--- src/rtl/spi_reg_pkg.sv ---
// Shared types and helpers for the register-access SPI master.
// Command encodings, FSM states and the wire byte-order swap.
package spi_reg_pkg;

    localparam logic [1:0] CMD_RD   = 2'b00;
    localparam logic [1:0] CMD_WR   = 2'b10;
    localparam logic [1:0] CMD_FAST = 2'b11;

    // Widest data word the byte swap handles.
    localparam int SWAP_W = 64;

    typedef enum logic [2:0] {
        IDLE,
        SETUP,
        SHIFT,
        HOLD,
        GAP
    } state_t;

    // Reverse the byte order of the low nbytes bytes of w.
    function automatic logic [SWAP_W-1:0] byte_swap(
        input logic [SWAP_W-1:0] w,
        input int                nbytes
    );
        logic [SWAP_W-1:0] r;
        int                s;
        r = '0;
        for (int i = 0; i < SWAP_W/8; i++) begin
            s = nbytes - 1 - i;
            if (i < nbytes) begin
                r[8*i +: 8] = w[8*(s & 7) +: 8];
            end
        end
        return r;
    endfunction

endpackage

--- src/rtl/spi_sclk_tick.sv ---
// sclk half-period divider: one tick every CLK_DIV enabled cycles.
// Dropping en freezes the phase, which stretches the current half-period.
module spi_sclk_tick #(
    parameter int CLK_DIV = 4
) (
    input  logic clk,
    input  logic nrst,
    input  logic en,
    output logic tick
);

    localparam int CW = $clog2(CLK_DIV + 1);

    logic [CW-1:0] cnt;

    assign tick = en && (cnt == CW'(CLK_DIV - 1));

    // Free-running half-period counter, held while disabled.
    always_ff @(posedge clk) begin
        if (!nrst) begin
            cnt <= '0;
        end else if (en) begin
            cnt <= tick ? '0 : cnt + 1'b1;
        end
    end

endmodule

--- src/rtl/spi_reg_master.sv ---
// SPI master for the register-access slave: one command per frame.
// Define SPI_REG_MASTER_STATUS_EN to capture the command-phase status byte.
module spi_reg_master
    import spi_reg_pkg::*;
#(
    parameter int REG_W   = 8,
    parameter int LEN_W   = 4,
    parameter int CLK_DIV = 4
) (
    input  logic             clk,
    input  logic             nrst,
    input  logic             cmd_valid,
    output logic             cmd_ready,
    input  logic [1:0]       cmd_type,
    input  logic [5:0]       cmd_addr,
    input  logic [LEN_W-1:0] cmd_len,
    input  logic [REG_W-1:0] wr_data,
    input  logic             wr_valid,
    output logic             wr_ready,
    output logic [REG_W-1:0] rd_data,
    output logic             rd_valid,
    output logic [7:0]       status_o,
    output logic             busy,
    output logic             done,
    output logic             sclk,
    output logic             mosi,
    input  logic             miso,
    output logic             nss
);

    localparam int BW = $clog2(REG_W);
    localparam int NB = REG_W / 8;

    state_t           state;
    logic [1:0]       ctype;
    logic [LEN_W-1:0] len_q;
    logic [LEN_W-1:0] wcnt;
    logic [BW-1:0]    bcnt;
    logic             in_cmd;
    logic             stall;
    logic [REG_W-1:0] tx_sh;
    logic [REG_W-1:0] wr_buf;
    logic [REG_W-1:0] rx_sh;
    logic [REG_W-1:0] rx_next;
    logic [REG_W-1:0] wr_swap;
    logic [REG_W-1:0] rx_swap;
    logic             tick;
    logic             cmd_end;
    logic             word_end;

    assign rx_next  = {rx_sh[REG_W-2:0], miso};
    assign wr_swap  = REG_W'(byte_swap(SWAP_W'(wr_data), NB));
    assign rx_swap  = REG_W'(byte_swap(SWAP_W'(rx_next), NB));
    assign cmd_end  = in_cmd && (bcnt == BW'(7));
    assign word_end = !in_cmd && (bcnt == BW'(REG_W - 1));
    assign busy     = (state != IDLE);

    spi_sclk_tick #(
        .CLK_DIV (CLK_DIV)
    ) u_tick (
        .clk  (clk),
        .nrst (nrst),
        .en   (busy && !stall),
        .tick (tick)
    );

    // Frame sequencer: command byte, data words, hold and inter-frame gap.
    always_ff @(posedge clk) begin
        if (!nrst) begin
            state     <= IDLE;
            cmd_ready <= 1'b0;
            nss       <= 1'b1;
            sclk      <= 1'b0;
            mosi      <= 1'b0;
            done      <= 1'b0;
            wr_ready  <= 1'b0;
            rd_valid  <= 1'b0;
            rd_data   <= '0;
            ctype     <= CMD_RD;
            len_q     <= '0;
            wcnt      <= '0;
            bcnt      <= '0;
            in_cmd    <= 1'b0;
            stall     <= 1'b0;
            tx_sh     <= '0;
            wr_buf    <= '0;
            rx_sh     <= '0;
        end else begin
            done     <= 1'b0;
            wr_ready <= 1'b0;
            rd_valid <= 1'b0;
            unique case (state)
                IDLE: begin
                    cmd_ready <= 1'b1;
                    if (cmd_valid && cmd_ready) begin
                        if (cmd_type == 2'b01) begin
                            done <= 1'b1;
                        end else if (cmd_type != CMD_WR || wr_valid) begin
                            ctype     <= cmd_type;
                            len_q     <= cmd_len;
                            tx_sh     <= REG_W'({cmd_type, cmd_addr}) << (REG_W - 8);
                            mosi      <= cmd_type[1];
                            nss       <= 1'b0;
                            cmd_ready <= 1'b0;
                            in_cmd    <= 1'b1;
                            bcnt      <= '0;
                            wcnt      <= '0;
                            state     <= SETUP;
                            if (cmd_type == CMD_WR) begin
                                wr_ready <= 1'b1;
                                wr_buf   <= wr_swap;
                            end
                        end
                    end
                end
                SETUP: begin
                    if (tick) begin
                        sclk  <= 1'b1;
                        rx_sh <= rx_next;
                        state <= SHIFT;
                    end
                end
                SHIFT: begin
                    if (stall) begin
                        if (wr_valid) begin
                            stall    <= 1'b0;
                            wr_ready <= 1'b1;
                            tx_sh    <= wr_swap;
                            mosi     <= wr_swap[REG_W-1];
                        end
                    end else if (tick && !sclk) begin
                        sclk  <= 1'b1;
                        rx_sh <= rx_next;
                        if (word_end && ctype == CMD_RD) begin
                            rd_data  <= rx_swap;
                            rd_valid <= 1'b1;
                        end
                    end else if (tick) begin
                        sclk <= 1'b0;
                        if (cmd_end) begin
                            if (ctype == CMD_FAST) begin
                                state <= HOLD;
                            end else begin
                                in_cmd <= 1'b0;
                                bcnt   <= '0;
                                tx_sh  <= (ctype == CMD_WR) ? wr_buf : '0;
                                mosi   <= (ctype == CMD_WR) && wr_buf[REG_W-1];
                            end
                        end else if (word_end) begin
                            if (wcnt == len_q) begin
                                state <= HOLD;
                            end else begin
                                wcnt <= wcnt + 1'b1;
                                bcnt <= '0;
                                if (ctype == CMD_WR && wr_valid) begin
                                    wr_ready <= 1'b1;
                                    tx_sh    <= wr_swap;
                                    mosi     <= wr_swap[REG_W-1];
                                end else if (ctype == CMD_WR) begin
                                    stall <= 1'b1;
                                end else begin
                                    tx_sh <= '0;
                                    mosi  <= 1'b0;
                                end
                            end
                        end else begin
                            bcnt  <= bcnt + 1'b1;
                            tx_sh <= tx_sh << 1;
                            mosi  <= tx_sh[REG_W-2];
                        end
                    end
                end
                HOLD: begin
                    if (tick) begin
                        nss   <= 1'b1;
                        mosi  <= 1'b0;
                        done  <= 1'b1;
                        bcnt  <= '0;
                        state <= GAP;
                    end
                end
                GAP: begin
                    if (tick) begin
                        if (bcnt == BW'(1)) begin
                            cmd_ready <= 1'b1;
                            state     <= IDLE;
                        end else begin
                            bcnt <= bcnt + 1'b1;
                        end
                    end
                end
                default: begin
                    state <= IDLE;
                end
            endcase
        end
    end

`ifdef SPI_REG_MASTER_STATUS_EN
    logic [7:0] status_q;
    logic       cap_status;

    assign cap_status = (state == SHIFT) && !stall && tick && !sclk && cmd_end;
    assign status_o   = status_q;

    // Latch the slave status shifted out against the command byte.
    always_ff @(posedge clk) begin
        if (!nrst) begin
            status_q <= 8'h00;
        end else if (cap_status) begin
            status_q <= rx_next[7:0];
        end
    end
`else
    assign status_o = 8'h00;
`endif

endmodule

--- config.mk ---
export PLATFORM = sky130hd
export DESIGN_NAME = spi_reg_master
export DESIGN_NICKNAME = d
export VERILOG_FILES = /design/src/rtl/spi_reg_pkg.sv /design/src/rtl/spi_sclk_tick.sv /design/src/rtl/spi_reg_master.sv
export SDC_FILE = /design/constraint.sdc
export NUM_CORES = 1
export LEC_CHECK = 0
export BUFFER_PORTS_ARGS = -buffer_cell sky130_fd_sc_hd__buf_2
export CELL_PAD_IN_SITES_DETAIL_PLACEMENT = 1
export CELL_PAD_IN_SITES_GLOBAL_PLACEMENT = 2
export CORE_MARGIN = 2
export CORE_UTILIZATION = 37
export DETAILED_ROUTE_END_ITERATION = 8
export PLACE_DENSITY = 0.81
export SYNTH_ARGS = -nofsm -noshare
export SYNTH_HDL_FRONTEND = slang
export SYNTH_SLANG_ARGS = --single-unit
--- constraint.sdc ---
create_clock -name clk -period 7.07 [get_ports clk]
set_input_delay 0.707 -clock clk [delete_from_list [all_inputs] [get_ports clk]]
set_output_delay 0.707 -clock clk [all_outputs]
set_load 0.005 [all_outputs]
======== Word-level counts from Yosys, hierarchy flattened ========
Cells that the tools add are included.
storage, ports and cells
  bits in registers ....................... 58
  input port bits ......................... 25
operators by class
  add/subtract/negate cells ............... 3
  equality and inequality tests ........... 42
  multiplexer cells ....................... 124
  bitwise logic cells ..................... 5
  reduce and logical (&&, ||, !) cells .... 36
operators by type and width
  kind                                           number
  two-way mux 7 bit                              17
  two-way mux 3 bit                              28
  two-way mux 1 bit                              58
  two-way mux 4 bit                              9
  != test 2 bit, second input constant           18
  case mux 7 bit (2 select lines)                2
  != test 3 bit, second input constant           8
  AND reduction 10 bit                           2
  AND reduction 4 bit                            4
  case mux 3 bit (5 select lines)                1
  AND reduction 13 bit                           1
  case mux 1 bit (2 select lines)                6
  case mux 3 bit (4 select lines)                1
  AND reduction 12 bit                           1
  AND reduction 11 bit                           1
  AND reduction 5 bit                            2
  == test 3 x 2 -> 1 bit, second input constant  3
  logical AND 1 bit                              9
  AND reduction 9 bit                            1
  != test 4 bit, second input constant           2
  case mux 4 bit (2 select lines)                1
  nonzero test 2 bit                             4
  adder 3 x 1 -> 3 bit, second input constant    2
  == test 2 bit, second input constant           3
  other kinds (17)                               26

======== Longest topological paths before layout ========
Gate-level depths: netlist of the first run.
  depth in word-level cells ............... 10
  mapped depth ............................ 9
  depth with buffers taken out ............ 7

======== By module ========
A second synthesis of the first run with hierarchy kept.
unflattened totals
  cell total of the unflattened synthesis .. 362
  area total of the unflattened synthesis .. 3,088.0 sq um
modules (own cells, without submodules)
  module          times used  cells an instance  area an instance (sq um)
  spi_reg_master  1           348                2,951.6
  spi_sclk_tick   1           14                 136.4

======== Worst setup path before layout of the first run ========
Ideal clock, no wire load.
  kind .................................... input-to-reg
  start ................................... in cmd_type[1]
  end ..................................... reg tx_sh[0]
  arrival time ............................ 2.303 ns
  data required time ...................... 6.948 ns
  slack ................................... 4.646 ns
  stages on the path ...................... 6
  cell sequence ........................... nor3b_2 o31a_1 or3_1 or4_1 buf_6 mux2i_1
on the way
  longest elaborated chain between the ends .. 4
  elaborated cells on any way between the ends .. 6
  those cells by class .................... eq/ne: 4; reduce/logical: 2
ends and longest elaborated chain
  item                                line                   text
  from (decl)                         spi_reg_master.sv:14   input logic [1:0] cmd_type,
  != test 2 bit                       spi_reg_master.sv:98   end else if (cmd_type != CMD_WR || wr_valid) begin
  logical OR 1 bit                    spi_reg_master.sv:98
  != test 2 bit (no line)             --
  AND reduction 10 bit (no line) (*)  --
  to (signal assigned)                spi_reg_master.sv:101  tx_sh <= REG_W'({cmd_type, cmd_addr}) << (REG_W - 8);
  to (signal assigned)                spi_reg_master.sv:128  tx_sh <= wr_swap;
  to (signal assigned)                spi_reg_master.sv:146  tx_sh <= (ctype == CMD_WR) ? wr_buf : '0;
  to (decl)                           spi_reg_master.sv:41   logic [REG_W-1:0] tx_sh;
Mark *: on every way between the ends. The rest lies on a longest branch, timed or not.
A chain may end at the register's enable or synchronous reset.

======== Worst setup path in the final report of the first run ========
  start ................................... reg state[2]
  end ..................................... reg tx_sh[3]
on the way
  longest elaborated chain between the ends .. 6
  elaborated cells on any way between the ends .. 18
  those cells by class .................... eq/ne: 10; mux: 1; reduce/logical: 7
ends and longest elaborated chain
  item                            line                   text
  from (decl)                     spi_reg_master.sv:34   state_t state;
  from (signal assigned)          spi_reg_master.sv:70   state <= IDLE;
  from (signal assigned)          spi_reg_master.sv:108  state <= SETUP;
  from (signal assigned)          spi_reg_master.sv:120  state <= SHIFT;
  nonzero test 3 bit              spi_reg_master.sv:56   assign busy = (state != IDLE);
  logical AND 1 bit               spi_reg_master.sv:63   .en (busy && !stall),
  logical AND 1 bit               spi_sclk_tick.sv:16    assign tick = en && (cnt == CW'(CLK_DIV - 1));
  logical AND 1 bit               spi_reg_master.sv:131  end else if (tick && !sclk) begin
  != test 3 bit (no line)         --
  AND reduction 10 bit (no line)  --
  to (signal assigned)            spi_reg_master.sv:128
  to (signal assigned)            spi_reg_master.sv:146
  to (signal assigned)            spi_reg_master.sv:157  tx_sh <= wr_swap;
Parallel ways exist; a longest one is shown, timed or not.

==> metrics, run 1 <==
remaining antenna violation count after routing 0; Pleak 1.455 nW; P&R area growth vs syn 12.48%; YS warnings 0; postcts setup bufs 0; clock sink count 58; final setup vio count 0; pre-CTS setup slack 4223 ps; PD cells 277.9 nW/um2; TritonCTS clock tree done; gr ovfl total 0; Antenna diodes 0; clock-pin slew on the worst setup and hold paths 70 ps; fin. max-slew vios 0; Yosys cell types 54; slew margin rel. 0.3673; # resized after CTS 0; maximum VDD drop 0.1110 mV; total chip power 0.9807 mW; Routed WL 7641 um; Syn Inst Count 345; Non-Filler Instances 485; PnR worst setup slack 4287 ps; clk buf depth 2; Setup CP Type reg -> reg; root buf cell clkbuf_8; status finished, final reports clean; Post-DP Area 3351 um2; clk_lat worst skew 340 ps; Mapped Area 3138 um2; CP endpoint kind flop; crit path launch type flop; DRC 0; Rows 33; CP Max Fanout 20; predominant post-synthesis flop cell dfxtp_1; Placer Congestion 0.8370; vias 2,551; first-pass GRT wire length 12,470 um; fin crit share 0.3937; Post-Syn Area per Cell 9.096 um2; sequential share of the synthesized area 0.3700; Final Hold Violating Endpoints 0; number of synthesized flops with an enable pin 0; min Tclk post-route 2783 ps; hold_buf cts 0; Post-DP HPWL 5501 um; Starting Density 0.3819; CORE AREA 8217 um2; Final #Nets 406; RSZ-0062 raised after global routing no; maxcap violations 0; Clock Skew 8.248 ps; cts bufs inserted 9; largest net degree at the start of global routing 66; htree depth 3; CP Data Required Time 7280 ps; Worst-Margin Slew 946.5 ps; WL per Instance 15.75 um; drt via density 5.260; dpl cells 469; setup TNS 0 ps; initial antenna violation count 0; worst path arrival time 2990 ps; Max Clk Rate 359.3 MHz; PortBufs 40; IO Pins 49; layout cells sized above 1 0.1868; die height 96.09 um; Die ar. 9233 um2; Hold Path Class reg -> reg; GR Util All Layers 0.1780; Initial DRC Count 70; Die Wd 96.09 um; FF+latch count, synth 58; vias in the first global route 2,475; fin area 3530 um2; fraction of registers with async set/reset 0; drt first pass iters 4
-- critical path: stages (launching register included) --
cell and delay [ps]:
dfxtp_1 740, or3b_2 530, nor4_1 100, or3_1 380, or4_1 710, mux2i_1 190
-- where the power goes --
group          switching [mW]  leakage (nW)  internal [mW]
registers              0.0454         0.470          0.365
clock network           0.137        0.0847          0.136
logic                   0.168         0.900          0.129
total                   0.350          1.45          0.631
-- synth_stat cells, types with 2 or more instances --
library cell	number	share of area
dfxtp_1	58	0.37
nand3b_1	4	0.0096
o21ai_0	20	0.032
a21oi_1	9	0.014
nand4_1	3	0.0060
ha_1	6	0.024
inv_1	6	0.0072
a31oi_1	3	0.0060
mux2i_1	42	0.13
nand2b_1	5	0.010
a21boi_0	5	0.012
and3_1	7	0.014
nor3b_1	12	0.029
buf_4	9	0.022
clkbuf_1	15	0.018
nor2b_1	36	0.072
nor2_1	16	0.019
nand2_1	22	0.026
a221o_1	6	0.019
or2_2	4	0.0080
buf_2	4	0.0064
nor3_1	2	0.0032
o22ai_1	2	0.0040
and2_1	2	0.0040
nand3_1	6	0.0096
nor4_1	2	0.0040
a32o_1	2	0.0064
or3_1	3	0.0060
buf_6	2	0.0072
o21a_1	2	0.0048
a211o_1	3	0.0084
a211oi_1	2	0.0048
xnor2_1	4	0.011
-- metal layers --
metal	routed length, um	vias to the layer above	GRT usage
li1	-	1272	-
met1	3727	1225	0.2363
met2	3579	46	0.2841
met3	250	8	0.03759
met4	85	0	0.06429
met5	0	-	0
-- cells in the final DEF (no fill, tap or decap), types with 5 or more instances in the layout --
| cell type | netlist | final |
|---|---|---|
| ha_1 | 6 | 6 |
| nor2b_1 | 36 | 36 |
| mux2i_1 | 42 | 42 |
| conb_1 | 1 | 8 |
| a21boi_0 | 5 | 5 |
| a21oi_1 | 9 | 9 |
| o21ai_0 | 20 | 20 |
| nor2_1 | 16 | 16 |
| clkbuf_8 | 0 | 10 |
| dfxtp_1 | 58 | 58 |
| nand2b_1 | 5 | 5 |
| inv_1 | 6 | 6 |
| nand3_1 | 6 | 6 |
| buf_2 | 4 | 40 |
| a221o_1 | 6 | 6 |
| nand2_1 | 22 | 22 |
| and3_1 | 7 | 7 |
| nor3b_1 | 12 | 12 |
-- path summary, 6_finish.rpt --
path / slack [ps] / startpoint / end / depth (start not counted)
setup / recovery: 4290 / state[2] / tx_sh[3] / 5
hold / removal: 470 / tx_sh[5] / tx_sh[5] / 2
setup reg to reg: 4290 / state[2] / tx_sh[3] / 5
hold reg to reg: 470 / tx_sh[5] / tx_sh[5] / 2
-- stage by stage --
step,hold slack (ps),utilization
2_1_floorplan,438.4,-
3_3_place_gp,452.5,0.4078
3_5_place_dp,460.2,0.4078
4_1_cts,470.0,0.4296
5_1_grt,489.1,0.4296
6_report,468.8,0.4296
-- area by class of cell --
class / count / area [um2]
clock buffers: 10 / 137.6
clock inverters: 6 / 41.29
fillers: 970 / 4687
inverters: 7 / 26.28
multi-input cells: 257 / 1817
flip-flops and latches: 58 / 1161
well taps: 105 / 131.4
repair buffers: 42 / 215.2
-- state kept, by name, indices dropped and copies added, names as in the netlist, 3 cells and up --
register / count
rd_data: 8
tx_sh: 7
state: 3
len_q: 4
u_tick.cnt: 3
wcnt: 4
wr_buf: 8
bcnt: 3
rx_sh: 7
-- kinds of logic after synthesis --
| logic type | count (synthesis) | share of synthesized area |
|---|---|---|
| xor gates and xnor gates | 4 | 0.01116 |
| and+or+nand+nor | 135 | 0.2616 |
| other | 1 | 0.001195 |
| AOI/OAI and AO/OA | 62 | 0.1368 |
| DFF | 58 | 0.3700 |
| muxes | 42 | 0.1340 |
| buffers and inverters | 37 | 0.06140 |
| adders and majority gates | 6 | 0.02392 |
Power figures use the tool's default switching activity.
==> inputs of run 2 (changes only) <==
--- a/config.mk
+++ b/config.mk
@@ -9,9 +9,9 @@
 export CELL_PAD_IN_SITES_DETAIL_PLACEMENT = 1
 export CELL_PAD_IN_SITES_GLOBAL_PLACEMENT = 2
 export CORE_MARGIN = 2
-export CORE_UTILIZATION = 37
+export CORE_UTILIZATION = 31
 export DETAILED_ROUTE_END_ITERATION = 8
-export PLACE_DENSITY = 0.81
+export PLACE_DENSITY = 0.72
 export SYNTH_ARGS = -nofsm -noshare
 export SYNTH_HDL_FRONTEND = slang
 export SYNTH_SLANG_ARGS = --single-unit
==> constraint.sdc (replaced) <==
create_clock -name clk -period 2.45 [get_ports clk]
set_input_delay 0.245 -clock clk [delete_from_list [all_inputs] [get_ports clk]]
set_output_delay 0.245 -clock clk [all_outputs]
set_load 0.005 [all_outputs]
==> run 2 against run 1 <==
Final area rose by 7.4%; critical endpoint is now tx_sh[5]; register-to-register slack got worse by 4200 ps; first-iteration DRC count fell by 14%; combinational power rose to 3.4 times the previous value; sequential power rose to 2.8 times the previous value.
==> metrics, run 2 (synthesized netlist as in run 1, its figures left out) <==
M1 GR Usage 0.2126 (-0.02364); Die ar. 10,940 um2 (+19%); die height 104.6 um (+8.9%); maximum VDD drop 0.3303 mV (+200%); critical path's slowest cell or4_4; GR Util All Layers 0.1592 (-0.01881); hold path depth 3 (+1); setup TNS 0 ps (unchanged); Placer Congestion 0.8527 (+1.9%); fin area 3792 um2 (+7.4%); drt via density 4.955 (-5.8%); cts bufs inserted 9 (unchanged); Routed WL 8221 um (+7.6%); Top delay family on crit path simple AND/OR/NAND/NOR gates; hold wc startpoint cmd_len[0]; Worst-Margin Slew 648.5 ps (-298.0 ps); PD cells 835.3 nW/um2 (+200%); root buf cell clkbuf_8; most frequent cells in the layout dfxtp_1 (58), mux2i_1 (42), buf_2 (40), nor2b_1 (36), nand2_1 (22); TritonCTS clock tree done; Non-Filler Instances 533 (+9.9%); GRT met3 Usage 0.04616 (+0.008575); min Tclk post-route 2370 ps (-413.5 ps); Starting Density 0.3196 (-0.06234); Post-DP Area 3536 um2 (+5.5%); clock-pin slew on the worst setup and hold paths 70 ps (about the same); P&R area growth vs syn 20.85%; GRT Max-Usage Layer met2; gr ovfl total 0 (unchanged); clock sink count 58 (unchanged); Final Hold Violating Endpoints 0 (unchanged); htree depth 3 (unchanged); initial antenna violation count 0 (unchanged); CP Max Fanout 7 (-65%); WL per Instance 15.42 um (-2.1%); GR met2 Demand/Resource 0.2530 (-0.03111); largest net degree at the start of global routing 28 (-58%); Setup CP Type reg -> reg; maxcap violations 0 (unchanged); CP peak stage delay 500 ps (-240 ps); drt first pass iters 4 (unchanged); dpl cells 517 (+10%); remaining antenna violation count after routing 0 (unchanged); CORE AREA 9819 um2 (+20%); crit path launch type flop; Crit path top cell by count ha_1; Final #Nets 426 (+4.9%); total chip power 3.168 mW (+220%); Worst path depth 8 (+3); layout cells sized above 1 0.2325 (+0.04566); fin crit share 0.9672 (+0.5736); RR Endpoint tx_sh[5]; final setup vio count 0 (unchanged); Antenna diodes 0 (unchanged); Max Clk Rate 422.0 MHz (+17%); CP endpoint kind flop; worst path arrival time 2580 ps (-410 ps); postcts setup bufs 0 (unchanged); fin. max-slew vios 0 (unchanged); largest registers rd_data: 8 flops, wr_buf: 8 flops; most common library cell in the layout ignoring fill and taps dfxtp_1; clk_lat worst skew 340 ps (about the same); vias 2,641 (+3.5%); IO Pins 49 (unchanged); WP buf/inv 1 (+1); fillcell total 1,199 (+24%); Hold WS 173.5 ps (-295.3 ps); Die Wd 104.6 um (+8.9%); CP Data Required Time 2660 ps (-4620 ps); cells on worst reg2reg path 8 (+3); RSZ-0062 raised after global routing no; RR Startpoint u_tick.cnt[0]; Post-DP HPWL 6193 um (+13%); Clock Skew 11.92 ps (+3.671 ps); pre-CTS setup slack 65.59 ps (-4157 ps); R2R Setup Slk 80 ps (-4210 ps); Hold Path Class in -> reg; vias in the first global route 2,705 (+9.3%); slew margin rel. 0.5676 (+0.2003); Initial DRC Count 60 (-14%); Finished Core Util 0.3862 (-0.04336); status finished, final reports clean; PnR worst setup slack 80.29 ps (-4207 ps); clk buf depth 2 (unchanged); DRC 0 (unchanged); CP cell instances ha_1, ha_1, nor2b_1, a32o_1, or3_1, or4_4, buf_6, mux2i_1; first-pass GRT wire length 13,840 um (+11%); Min-Delay Endpoint len_q[0]; Pleak 1.582 nW (+8.8%); Rows 36 (+9.1%); PortBufs 40 (unchanged)
==> run 2: final cells by class <==
type,instances,area [um2],area share
Tap cell,133,166.4,0.04388
Multi-Input combinational cell,257,1844,0.4863
Clock buffer,9,123.9,0.03266
Clock inverter,7,101.3,0.02672
Inverter,7,26.28,0.006928
Sequential cell,58,1161,0.3062
Timing Repair Buffer,62,369.1,0.09733
==> run 2: worst reg2reg max path, cell delays in order (launching register included) <==
cell,delay [ps]
dfxtp_1,320
ha_1,200
ha_1,200
nor2b_1,150
a32o_1,230
or3_1,380
or4_4,500
buf_6,160
mux2i_1,110
==> run 2: worst max path at each step <==
stage,from,end
2_1_floorplan,u_tick.cnt[0],tx_sh[1]
3_3_place_gp,u_tick.cnt[0],tx_sh[5]
3_5_place_dp,state[1],tx_sh[0]
4_1_cts,u_tick.cnt[0],tx_sh[5]
5_1_grt,u_tick.cnt[0],tx_sh[5]
6_report,u_tick.cnt[0],tx_sh[5]
==> run 2: metal layers <==
metal / wire [um] / vias to the layer above / part of all wire
met3: 332 / 7 / 0.040
met2: 3892 / 54 / 0.47
met5: 0 / - / 0
li1: - / 1307 / -
met1: 3922 / 1273 / 0.48
met4: 74 / 0 / 0.0090
==> run 2: timing repair <==
action,in CTS,in global routing
hold buffers,0,0
gates resized for setup,0,5
endpoints found under the setup margin,0,7
endpoints found under the hold margin,0,0
==> run 2: report_power, final <==
| group | total [mW] | internal (mW) | switching, mW |
|---|---|---|---|
| Clock | 0.994 | 0.579 | 0.416 |
| Combinational | 1.00 | 0.470 | 0.531 |
| Sequential | 1.17 | 1.05 | 0.118 |
